==> src/rtl/data_table_dispatcher_if.sv <==
`default_nettype none
// +--------------------------------------------------------------------------+
// | data_table_dispatcher_if : task, engine, data-RAM and result bus of the   |
// |                            data table dispatcher, with shared types.      |
// | Revision : 1.0                                                            |
// +--------------------------------------------------------------------------+

package data_table_dispatcher_pkg;

  localparam int TABLE_ADDR_WIDTH = 8;

  localparam logic [1:0] OP_SEARCH = 2'd0;
  localparam logic [1:0] OP_INSERT = 2'd1;
  localparam logic [1:0] OP_DELETE = 2'd2;

  typedef struct packed {
    logic [1:0] opcode;
    logic [5:0] flags;
  } ht_cmd_t;

  typedef struct packed {
    ht_cmd_t     cmd;
    logic [31:0] key;
    logic [31:0] value;
  } ht_pdata_t;

  typedef struct packed {
    logic [1:0]  status;
    logic [31:0] value;
    logic [7:0]  chain_len;
  } ht_result_t;

  typedef logic [63:0] ram_data_t;

endpackage

interface data_table_dispatcher_if #(
  parameter int A_WIDTH = data_table_dispatcher_pkg::TABLE_ADDR_WIDTH,
  parameter int ENG_CNT = 3
) ();
  import data_table_dispatcher_pkg::*;

  // Upstream task channel
  ht_pdata_t                       task_i;
  logic                            task_valid_i;
  logic                            task_ready_o;

  // Task broadcast to the engines
  ht_pdata_t                       eng_task_o;
  logic [ENG_CNT-1:0]              eng_task_valid_o;
  logic [ENG_CNT-1:0]              eng_task_ready_i;

  // Per-engine data-RAM requests
  logic [ENG_CNT-1:0][A_WIDTH-1:0] eng_rd_addr_i;
  logic [ENG_CNT-1:0]              eng_rd_en_i;
  logic [ENG_CNT-1:0][A_WIDTH-1:0] eng_wr_addr_i;
  ram_data_t [ENG_CNT-1:0]         eng_wr_data_i;
  logic [ENG_CNT-1:0]              eng_wr_en_i;

  // Single data-RAM port pair
  logic [A_WIDTH-1:0]              rd_addr_o;
  logic                            rd_en_o;
  logic [A_WIDTH-1:0]              wr_addr_o;
  ram_data_t                       wr_data_o;
  logic                            wr_en_o;

  // Engine results and upstream result channel
  ht_result_t [ENG_CNT-1:0]        eng_result_i;
  logic [ENG_CNT-1:0]              eng_result_valid_i;
  logic [ENG_CNT-1:0]              eng_result_ready_o;
  ht_result_t                      result_o;
  logic                            result_valid_o;
  logic                            result_ready_i;

  // Status
  logic                            bad_opcode_o;
  logic                            wdog_err_o;

  modport slave (
    input  task_i, task_valid_i,
    output task_ready_o,
    output eng_task_o, eng_task_valid_o,
    input  eng_task_ready_i,
    input  eng_rd_addr_i, eng_rd_en_i, eng_wr_addr_i, eng_wr_data_i, eng_wr_en_i,
    output rd_addr_o, rd_en_o, wr_addr_o, wr_data_o, wr_en_o,
    input  eng_result_i, eng_result_valid_i,
    output eng_result_ready_o,
    output result_o, result_valid_o,
    input  result_ready_i,
    output bad_opcode_o, wdog_err_o
  );

  modport master (
    output task_i, task_valid_i,
    input  task_ready_o,
    input  eng_task_o, eng_task_valid_o,
    output eng_task_ready_i,
    output eng_rd_addr_i, eng_rd_en_i, eng_wr_addr_i, eng_wr_data_i, eng_wr_en_i,
    input  rd_addr_o, rd_en_o, wr_addr_o, wr_data_o, wr_en_o,
    output eng_result_i, eng_result_valid_i,
    input  eng_result_ready_o,
    input  result_o, result_valid_o,
    output result_ready_i,
    input  bad_opcode_o, wdog_err_o
  );

endinterface

`default_nettype wire

==> src/rtl/data_table_dispatcher.sv <==
`default_nettype none
// +--------------------------------------------------------------------------+
// | data_table_dispatcher : routes one hash-table task at a time to the      |
// |   search/insert/delete engine and lends it the data-RAM port pair.        |
// | Optional watchdog: define DATA_TABLE_DISPATCHER_WDOG_EN.                  |
// | Revision : 1.0                                                            |
// +--------------------------------------------------------------------------+

module data_table_dispatcher
  import data_table_dispatcher_pkg::*;
#(
  parameter int A_WIDTH     = TABLE_ADDR_WIDTH,
  parameter int ENG_CNT     = 3,
  parameter int WDOG_CYCLES = 1024
) (
  input logic                    clk_i,
  input logic                    rst_i,
  data_table_dispatcher_if.slave bus
);

  localparam int                 c_OWN_W = $clog2(ENG_CNT);
  localparam logic [ENG_CNT-1:0] c_ONE   = ENG_CNT'(1);

  typedef enum logic [1:0] {
    IDLE_S     = 2'd0,
    DISPATCH_S = 2'd1,
    BUSY_S     = 2'd2
  } state_t;

  state_t             r_state;
  logic [c_OWN_W-1:0] r_owner;
  logic               r_task_ready;
  ht_pdata_t          r_eng_task;
  logic [ENG_CNT-1:0] r_eng_task_valid;
  logic               r_bad_opcode;

  logic               w_dec_known;
  logic [c_OWN_W-1:0] w_dec_owner;
  logic               w_accept;
  logic               w_busy;
  logic               w_dispatch_hs;
  logic               w_result_hs;
  logic [ENG_CNT-1:0] w_owner_vec;
  logic [A_WIDTH-1:0] w_rd_addr;
  logic [A_WIDTH-1:0] w_wr_addr;
  ram_data_t          w_wr_data;

  always_comb begin
    w_dec_known = 1'b1;
    w_dec_owner = '0;
    unique case (bus.task_i.cmd.opcode)
      OP_SEARCH: w_dec_owner = c_OWN_W'(0);
      OP_INSERT: w_dec_owner = c_OWN_W'(1);
      OP_DELETE: w_dec_owner = c_OWN_W'(2);
      default:   w_dec_known = 1'b0;
    endcase
  end

  assign w_accept      = bus.task_valid_i && r_task_ready && (r_state == IDLE_S);
  assign w_owner_vec   = c_ONE << r_owner;
  // Combinational outputs are forced quiet during reset, not just after it.
  assign w_busy        = (r_state == BUSY_S) && !rst_i;
  assign w_dispatch_hs = r_eng_task_valid[r_owner] && bus.eng_task_ready_i[r_owner];
  assign w_result_hs   = w_busy && bus.eng_result_valid_i[r_owner] && bus.result_ready_i;

  always_ff @(posedge clk_i) begin
    if (rst_i) begin
      r_state          <= IDLE_S;
      r_owner          <= '0;
      r_task_ready     <= 1'b1;
      r_eng_task       <= '0;
      r_eng_task_valid <= '0;
      r_bad_opcode     <= 1'b0;
    end else begin
      r_bad_opcode <= 1'b0;
      unique case (r_state)
        IDLE_S: begin
          r_task_ready <= 1'b1;
          if (w_accept) begin
            r_eng_task <= bus.task_i;
            if (w_dec_known) begin
              r_owner          <= w_dec_owner;
              r_eng_task_valid <= c_ONE << w_dec_owner;
              r_task_ready     <= 1'b0;
              r_state          <= DISPATCH_S;
            end else begin
              r_bad_opcode <= 1'b1;
            end
          end
        end
        DISPATCH_S: begin
          if (w_dispatch_hs) begin
            r_eng_task_valid <= '0;
            r_state          <= BUSY_S;
          end
        end
        BUSY_S: begin
          if (w_result_hs) begin
            r_task_ready <= 1'b1;
            r_state      <= IDLE_S;
          end
        end
        default: begin
          r_state          <= IDLE_S;
          r_task_ready     <= 1'b1;
          r_eng_task_valid <= '0;
        end
      endcase
    end
  end

  // The owner's RAM port group is passed straight through while busy.
  always_comb begin
    w_rd_addr = bus.eng_rd_addr_i[r_owner];
    w_wr_addr = bus.eng_wr_addr_i[r_owner];
    w_wr_data = bus.eng_wr_data_i[r_owner];
  end

  assign bus.rd_addr_o          = w_rd_addr;
  assign bus.rd_en_o            = w_busy & bus.eng_rd_en_i[r_owner];
  assign bus.wr_addr_o          = w_wr_addr;
  assign bus.wr_data_o          = w_wr_data;
  assign bus.wr_en_o            = w_busy & bus.eng_wr_en_i[r_owner];

  assign bus.result_o           = bus.eng_result_i[r_owner];
  assign bus.result_valid_o     = w_busy & bus.eng_result_valid_i[r_owner];
  assign bus.eng_result_ready_o = (w_busy && bus.result_ready_i) ? w_owner_vec : '0;

  assign bus.task_ready_o       = r_task_ready;
  assign bus.eng_task_o         = r_eng_task;
  assign bus.eng_task_valid_o   = rst_i ? '0 : r_eng_task_valid;
  assign bus.bad_opcode_o       = r_bad_opcode & ~rst_i;

`ifdef DATA_TABLE_DISPATCHER_WDOG_EN
  localparam int               c_WDOG_W   = $clog2(WDOG_CYCLES + 1);
  localparam logic [c_WDOG_W-1:0] c_WDOG_MAX = c_WDOG_W'(WDOG_CYCLES);

  logic [c_WDOG_W-1:0] r_wdog_cnt;
  logic                r_wdog_err;

  // Only flags a stuck task; the FSM is left where it is.
  always_ff @(posedge clk_i) begin
    if (rst_i) begin
      r_wdog_cnt <= '0;
      r_wdog_err <= 1'b0;
    end else begin
      if (r_state == IDLE_S) begin
        r_wdog_cnt <= '0;
      end else if (r_wdog_cnt != c_WDOG_MAX) begin
        r_wdog_cnt <= r_wdog_cnt + c_WDOG_W'(1);
      end
      if (r_wdog_cnt == c_WDOG_MAX) begin
        r_wdog_err <= 1'b1;
      end
    end
  end

  assign bus.wdog_err_o = r_wdog_err;
`else
  logic w_unused_wdog;
  assign w_unused_wdog  = ^WDOG_CYCLES;
  assign bus.wdog_err_o = 1'b0;
`endif

`ifndef SYNTHESIS
  a_nonowner_ram_en : assert property (@(posedge clk_i) disable iff (rst_i)
      (r_state == BUSY_S) |-> (((bus.eng_rd_en_i | bus.eng_wr_en_i) & ~w_owner_vec) == '0))
    else $warning("data_table_dispatcher: non-owner engine drove a RAM enable");
`endif

endmodule

`default_nettype wire

==> src/flat_wrapper.sv <==
// flat-port wrapper written by rule: the top's interface ports become plain ports
module data_table_dispatcher_flat import data_table_dispatcher_pkg::*;
#(
  parameter int A_WIDTH     = TABLE_ADDR_WIDTH,
  parameter int ENG_CNT     = 3,
  parameter int WDOG_CYCLES = 1024
)
  (clk_i, rst_i, bus_task_i, bus_task_valid_i, bus_task_ready_o, bus_eng_task_o, bus_eng_task_valid_o, bus_eng_task_ready_i, bus_eng_rd_addr_i, bus_eng_rd_en_i, bus_eng_wr_addr_i, bus_eng_wr_data_i, bus_eng_wr_en_i, bus_rd_addr_o, bus_rd_en_o, bus_wr_addr_o, bus_wr_data_o, bus_wr_en_o, bus_eng_result_i, bus_eng_result_valid_i, bus_eng_result_ready_o, bus_result_o, bus_result_valid_o, bus_result_ready_i, bus_bad_opcode_o, bus_wdog_err_o);
  data_table_dispatcher_if #(.A_WIDTH(A_WIDTH), .ENG_CNT(ENG_CNT)) bus_i ();
  input logic clk_i;
  input logic rst_i;
  input wire logic [$bits(bus_i.task_i)-1:0] bus_task_i;
  input wire logic [$bits(bus_i.task_valid_i)-1:0] bus_task_valid_i;
  output wire logic [$bits(bus_i.task_ready_o)-1:0] bus_task_ready_o;
  output wire logic [$bits(bus_i.eng_task_o)-1:0] bus_eng_task_o;
  output wire logic [$bits(bus_i.eng_task_valid_o)-1:0] bus_eng_task_valid_o;
  input wire logic [$bits(bus_i.eng_task_ready_i)-1:0] bus_eng_task_ready_i;
  input wire logic [$bits(bus_i.eng_rd_addr_i)-1:0] bus_eng_rd_addr_i;
  input wire logic [$bits(bus_i.eng_rd_en_i)-1:0] bus_eng_rd_en_i;
  input wire logic [$bits(bus_i.eng_wr_addr_i)-1:0] bus_eng_wr_addr_i;
  input wire logic [$bits(bus_i.eng_wr_data_i)-1:0] bus_eng_wr_data_i;
  input wire logic [$bits(bus_i.eng_wr_en_i)-1:0] bus_eng_wr_en_i;
  output wire logic [$bits(bus_i.rd_addr_o)-1:0] bus_rd_addr_o;
  output wire logic [$bits(bus_i.rd_en_o)-1:0] bus_rd_en_o;
  output wire logic [$bits(bus_i.wr_addr_o)-1:0] bus_wr_addr_o;
  output wire logic [$bits(bus_i.wr_data_o)-1:0] bus_wr_data_o;
  output wire logic [$bits(bus_i.wr_en_o)-1:0] bus_wr_en_o;
  input wire logic [$bits(bus_i.eng_result_i)-1:0] bus_eng_result_i;
  input wire logic [$bits(bus_i.eng_result_valid_i)-1:0] bus_eng_result_valid_i;
  output wire logic [$bits(bus_i.eng_result_ready_o)-1:0] bus_eng_result_ready_o;
  output wire logic [$bits(bus_i.result_o)-1:0] bus_result_o;
  output wire logic [$bits(bus_i.result_valid_o)-1:0] bus_result_valid_o;
  input wire logic [$bits(bus_i.result_ready_i)-1:0] bus_result_ready_i;
  output wire logic [$bits(bus_i.bad_opcode_o)-1:0] bus_bad_opcode_o;
  output wire logic [$bits(bus_i.wdog_err_o)-1:0] bus_wdog_err_o;
  assign bus_i.task_i = bus_task_i;
  assign bus_i.task_valid_i = bus_task_valid_i;
  assign bus_task_ready_o = bus_i.task_ready_o;
  assign bus_eng_task_o = bus_i.eng_task_o;
  assign bus_eng_task_valid_o = bus_i.eng_task_valid_o;
  assign bus_i.eng_task_ready_i = bus_eng_task_ready_i;
  assign bus_i.eng_rd_addr_i = bus_eng_rd_addr_i;
  assign bus_i.eng_rd_en_i = bus_eng_rd_en_i;
  assign bus_i.eng_wr_addr_i = bus_eng_wr_addr_i;
  assign bus_i.eng_wr_data_i = bus_eng_wr_data_i;
  assign bus_i.eng_wr_en_i = bus_eng_wr_en_i;
  assign bus_rd_addr_o = bus_i.rd_addr_o;
  assign bus_rd_en_o = bus_i.rd_en_o;
  assign bus_wr_addr_o = bus_i.wr_addr_o;
  assign bus_wr_data_o = bus_i.wr_data_o;
  assign bus_wr_en_o = bus_i.wr_en_o;
  assign bus_i.eng_result_i = bus_eng_result_i;
  assign bus_i.eng_result_valid_i = bus_eng_result_valid_i;
  assign bus_eng_result_ready_o = bus_i.eng_result_ready_o;
  assign bus_result_o = bus_i.result_o;
  assign bus_result_valid_o = bus_i.result_valid_o;
  assign bus_i.result_ready_i = bus_result_ready_i;
  assign bus_bad_opcode_o = bus_i.bad_opcode_o;
  assign bus_wdog_err_o = bus_i.wdog_err_o;
  data_table_dispatcher #(.A_WIDTH(A_WIDTH), .ENG_CNT(ENG_CNT), .WDOG_CYCLES(WDOG_CYCLES)) u_core (.clk_i(clk_i), .rst_i(rst_i), .bus(bus_i));
endmodule
==> config.mk <==
export PLATFORM = sky130hd
export DESIGN_NAME = data_table_dispatcher_flat
export DESIGN_NICKNAME = d
export VERILOG_FILES = /design/src/rtl/data_table_dispatcher_if.sv /design/src/rtl/data_table_dispatcher.sv /design/src/flat_wrapper.sv
export SDC_FILE = /design/constraint.sdc
export NUM_CORES = 1
export LEC_CHECK = 0
export BUFFER_PORTS_ARGS = -buffer_cell sky130_fd_sc_hd__buf_4
export CAP_MARGIN = 20
export CORE_AREA = 5 5 252 254
export CTS_CLUSTER_DIAMETER = 120
export DETAILED_ROUTE_END_ITERATION = 8
export DIE_AREA = 0 0 257 259
export GPL_ROUTABILITY_DRIVEN = 0
export HOLD_SLACK_MARGIN = 0.08
export PLACE_DENSITY = 0.3
export SLEW_MARGIN = 20
export SYNTH_ARGS = -nofsm -noshare
export SYNTH_HDL_FRONTEND = slang
export SYNTH_SLANG_ARGS = --single-unit
==> constraint.sdc <==
create_clock -name clk_i -period 1.7 [get_ports clk_i]
set_input_delay 0.085 -clock clk_i [delete_from_list [all_inputs] [get_ports clk_i]]
set_output_delay 0.085 -clock clk_i [all_outputs]
set_load 0.05 [all_outputs]
# Yosys cells after proc, flatten, opt, wreduce, memory -nomap -nowiden
# Cells that the tools add are included.
[word_totals] ff_bits=81 latchBits=0 mem_bits_rw=0 mem_bits_ro=0 input_bits=454 output_inout_bits=206 elab_cells=81 n_memories=0
[op_classes] n_addsub=0 multipliers=0 div=0 n_lt_le_gt_ge=1 n_eq_ne=8 shifts=2 muxes=35 bitwise_logic=9 n_reduce_logical=17
[ops] operator="$bmux 64 s2" n=1
[ops] operator="$bmux 42 s2" n=1
[ops] operator="$mux 64" n=1
[ops] operator="$mux 42" n=1
[ops] operator="$bmux 8 s2" n=2
[ops] operator="$mux 8" n=2
[ops] operator="$mux 3" n=5
[ops] operator="$bmux 1 s2" n=5
[ops] operator="$mux 1" n=9
[ops] operator="$pmux 3 s3" n=1
[ops] operator="$mux 2" n=4
[ops] operator="$ne 2x1->1 const B" n=4
[ops] operator="$reduce_and 4->1" n=2
[ops] operator="$logic_and 1x1->1" n=7
[ops] operator="$pmux 2 s3" n=1
[ops] operator="$reduce_or 3->1" n=2
[ops] operator="$shl 1x2->3 const A" n=2
[ops] operator="$not 1->1" n=5
[ops] operator="$and 1x1->1" n=4
[ops] operator="$eq 2x1->1 const B" n=2
[ops] operator="$eq 2x2->1 const B" n=2
[ops] operator="$logic_not 2->1" n=2
[ops] operator="$pmux 2 s2" n=1
[ops] operator="$reduce_and 2->1" n=2
[ops] operator="4 further kinds" n=4

# Longest topological paths before layout
[logic_depth] ltp_word=6 ltp_mapped=7 ltp_nobuf=4

# Worst setup path before layout
# Ideal clock, no wire load.
[synth_timing] path_kind="register to output" from="register u_core.r_owner[0]" to="output port bus_wr_data_o[57]" t_arrival_ns=2.082 required_time_ns=1.615 slack_ns=-0.467 path_stages_with_launch=6 n_path_buf=3 cell_sequence="dfxtp_1 > buf_2 > buf_4 > buf_2 > mux2i_1 > o21ai_0"
[synth_via] elab_chain_cells=2
[synth_lines] item="from (decl)" line="data_table_dispatcher.sv:31" rtl="logic [c_OWN_W-1:0] r_owner;"
[synth_lines] item="from (signal assigned)" line="data_table_dispatcher.sv:82" rtl="r_owner <= w_dec_owner;"
[synth_lines] item="$bmux 64 s2" line="data_table_dispatcher.sv:116" rtl="w_wr_data = bus.eng_wr_data_i[r_owner];"
[synth_lines] item="$mux 64 (not written as such)" line="data_table_dispatcher.sv:116"
[synth_lines] item="to (decl)" line="flat_wrapper.sv:26" rtl="output wire logic [$bits(bus_i.wr_data_o)-1:0] bus_wr_data_o;"
# Every way passes these cells. The select of a mux whose other input is x is not followed.

# Final worst setup path
[layout_timing] from="register u_core.r_owner[0]" to="output port bus_wr_data_o[4]"
# The elaborated chain is that of the path after synthesis.

==> metrics.md <==
| Metric | Value |
|---|---|
| Status | complete, but fails checks |
| Failing checks | setup timing |
| Syn Nets | 1257 |
| Post-synthesis simple-gate area fraction | between 20% and 30% |
| Crit-path max FO | 8 |
| Avg Cell Area, Syn | roughly 7.0 um2 |
| Setup ws final | -0.144 ns |
| Final hold vios | 0 |
| First-pass GRT wire length | approximately 70000 um |
| Synth area leaders | dfxtp_1 29%, mux2i_1 22%, nand2_1 18% |
| Port bufs | ~660 |
| DP HPWL | about 43000 um |
| Initial Util | 9.12% |
| Internal | 5.62 mW |
| Clk slew on worst S/H paths | 0.07 ns |
| TritonCTS clock tree | done |
| Vias | ~8700 |
| WP data arrival | roughly 1.8 ns |
| Overall Global Routing Usage | between 10% and 20% |
| Die X | approximately 260 um |
| Initial antenna violation count | 11 |
| Part of the power in registers | between 20 and 25% |
| Hold Slack | 0.144 ns |
| DR WL/cell | 23.0 um |
| Nets | 2003 |
| Worst Path Required | about 1.6 ns |
| Hold/Removal Path Class | in2reg |
| Setup violators final | ~120 |
| P_leak | 6.62 nW |
| Total CTS buffers | 9 |
| Unique masters post-synth | 30 |
| Switching share of total power | a little over two fifths |
| Max Slew Vio Count | 0 |
| Count of TritonRoute iterations in the first routing pass | 4 |
| Fillers | 6723 |
| Die area | approximately 0.067 mm2 |
| Final Skew | approximately 0.0077 ns |
| Synth Cell Area | between 0.005 and 0.006 mm2 |
| Largest family of logic cells by synthesized area | multiplexers |
| Sequential area share after synthesis | 29.1% |
| Commonest cells in the netlist | 271 x nand2_1, 125 x mux2i_1, 98 x o21ai_0, 81 x dfxtp_1, 78 x a21oi_1 |
| Area Overhead vs Synth | 176% |
| Synth Area in Adders | 1.12% |
| Max Cap Violations | 0 |
| Share of the synthesized area in the top cell type | 29.1% |
| Worst setup EP type | primary output |
| CTS root buf | clkbuf_16 |
| Synth Flop Type | dfxtp_1 |
| Iter 0 DRT Violations | 270 |
| Skew-Pair Late Insertion Delay | 0.36 ns |
| Die height | approximately 260 um |
| #FFs+latches synth | 81 |
| Remaining Overflow, GRT | 0 |
| Final ANT Viol Nets | 0 |
| RSZ-0062 raised after global routing | true |
| H-tree depth | 3 |
| Largest net degree at the start of global routing | 73 |
| Area leader, netlist | dfxtp_1 |
| Std-Cell Rows | 91 |
| Gate power share | between 50% and 60% |
| Drc violations | 0 |
| PD cells | 634 mW/mm2 |
| Final Cycle Share | 108% |
| Post-synthesis compound-gate area fraction | between 10% and 20% |
| Total Wirelength | 53800 um |
| Crit path launch type | register |
| Mux share of post-synthesis cell area | between 20 and 25% |
| Final setup TNS | -8.43 ns |
| Most frequent cell after synthesis | nand2_1 |
| Clock Sink Count | 81 |
| Net switching power figure | around 4 mW |
| Post-synth EDFFs | 0 |
| Post-Synth XOR/XNOR Area | 0% |
| Minimum clock period after layout | roughly 1.8 ns |
| Core area | a little over 0.06 mm2 |
| Vias in the first global route | about 8900 |
| Clk pwr share | between 20% and 30% |
| Mapped Cells | 798 |
| Share of cells above drive strength 1 | roughly 64% |
| Peak VDD IR | a little under 0.5 mV |
| Fmax | approximately 540 MHz |
| WS Path Type | reg2out |
| IO Count | 660 |
| Routed vias/inst | ~3.7 |
| Clock buffer depth | 2 |
| Synth warnings | 0 |
| Async S/R FF share, synth | 0% |
## sequential cells by signal, summed over array words and instances (netlist names)
name                     cells
u_core.bus.eng_task_o       72
u_core.bus.task_ready_o      1
u_core.r_bad_opcode          1
u_core.r_eng_task_valid      3
u_core.r_owner               2
u_core.r_state               2
## critical path, cell delays in order, from the launching register on
cell	delay, ns
dfxtp_4	0.43
buf_12	0.18
buf_6	0.17
mux2i_2	0.23
buf_4	0.16
o21ai_2	0.06
buf_6	0.15
## power by group through the flow
| stage | Clock [mW] | Combinational, mW | Sequential [mW] |
|---|---|---|---|
| floorplan | 0 | 2.05 | 2.64 |
| global placement | 0 | 4.59 | 2.18 |
| detailed placement | 0 | 4.59 | 2.18 |
| CTS | 2.35 | 5.10 | 2.15 |
| global route | 2.40 | 5.62 | 2.17 |
| finish | 2.22 | 5.36 | 2.14 |
## cells by family (layout without fill, tap and decap cells)
family	after synthesis	after routing
compound gates	213	213
buf+inv	74	825
flops	81	81
mux	125	125
fa+ha+maj	5	5
simple gates	299	299
other cells	1	3
## metal layers
metal  routed length, um  track usage, %  up-vias  share of wire (%)
li1                    -               -     4246                  -
met3                5250            6.22       40                9.8
met1               19600            15.8     4064                 37
met2               28100            26.6      360                 52
met5                 130               0        -               0.24
met4                 604            2.55       18                1.1
## through the flow
stage          std cells  power (mW)  instance area [um2]  util [%]  setup WS, ns
3_3_place_gp        2209        6.77                12100      19.8         0.119
2_1_floorplan        798        4.69                 6010         -        -0.182
5_1_grt             2339        10.2                15300      25.1        -0.209
3_5_place_dp        2209        6.77                12100      19.8        0.0692
4_1_cts             2315        9.60                14100      23.2        -0.195
6_report            2341        9.72                15300      25.1        -0.144
## layout by cell type (no fill, tap or decap), drive strengths merged, types with 4 or more instances in the layout
| cell | netlist | final |
|---|---|---|
| buf | 39 | 719 |
| a21oi | 78 | 78 |
| nor2 | 9 | 9 |
| o21ai | 126 | 126 |
| clkinv | 0 | 4 |
| nor2b | 5 | 5 |
| inv | 3 | 4 |
| dfxtp | 81 | 81 |
| clkbuf | 32 | 22 |
| ha | 5 | 5 |
| mux2i | 125 | 125 |
| dlygate4sd3 | 0 | 73 |
| nand2 | 271 | 271 |
## final cells by class
| cell class | instances | area [um2] | area share (%) |
|---|---|---|---|
| diodes | 2 | 5.00 | 0.0326 |
| clock buffers | 9 | 225 | 1.47 |
| clock inverters | 7 | 104 | 0.677 |
| inverters | 3 | 11.3 | 0.0734 |
| multi-input cells | 643 | 4820 | 31.4 |
| flip-flops and latches | 81 | 1630 | 10.6 |
| well taps | 790 | 988 | 6.44 |
| repair buffers | 806 | 7550 | 49.2 |
## worst paths after layout
| check | depth (start not counted) | startpoint | end | slack, ns |
|---|---|---|---|---|
| hold reg to reg | 2 | u_core.bus.eng_task_o[0] | u_core.bus.eng_task_o[0] | 0.46 |
| setup / recovery | 6 | u_core.r_owner[0] | bus_wr_data_o[4] | -0.14 |
| setup reg to reg | 6 | u_core.r_owner[1] | u_core.r_eng_task_valid[0] | 0.12 |
| hold / removal | 4 | rst_i | u_core.r_state[0] | 0.14 |
## repair_timing
item                                    4_1_cts  5_1_grt
buffers inserted                             10        8
endpoints found under the setup margin      128      130
gates resized for setup                     168      194
pin swaps                                     2       35
hold buffers                                 73        0
gates cloned                                  7       18
hold endpoints to repair                     77        0
Power figures use the tool's default switching activity.
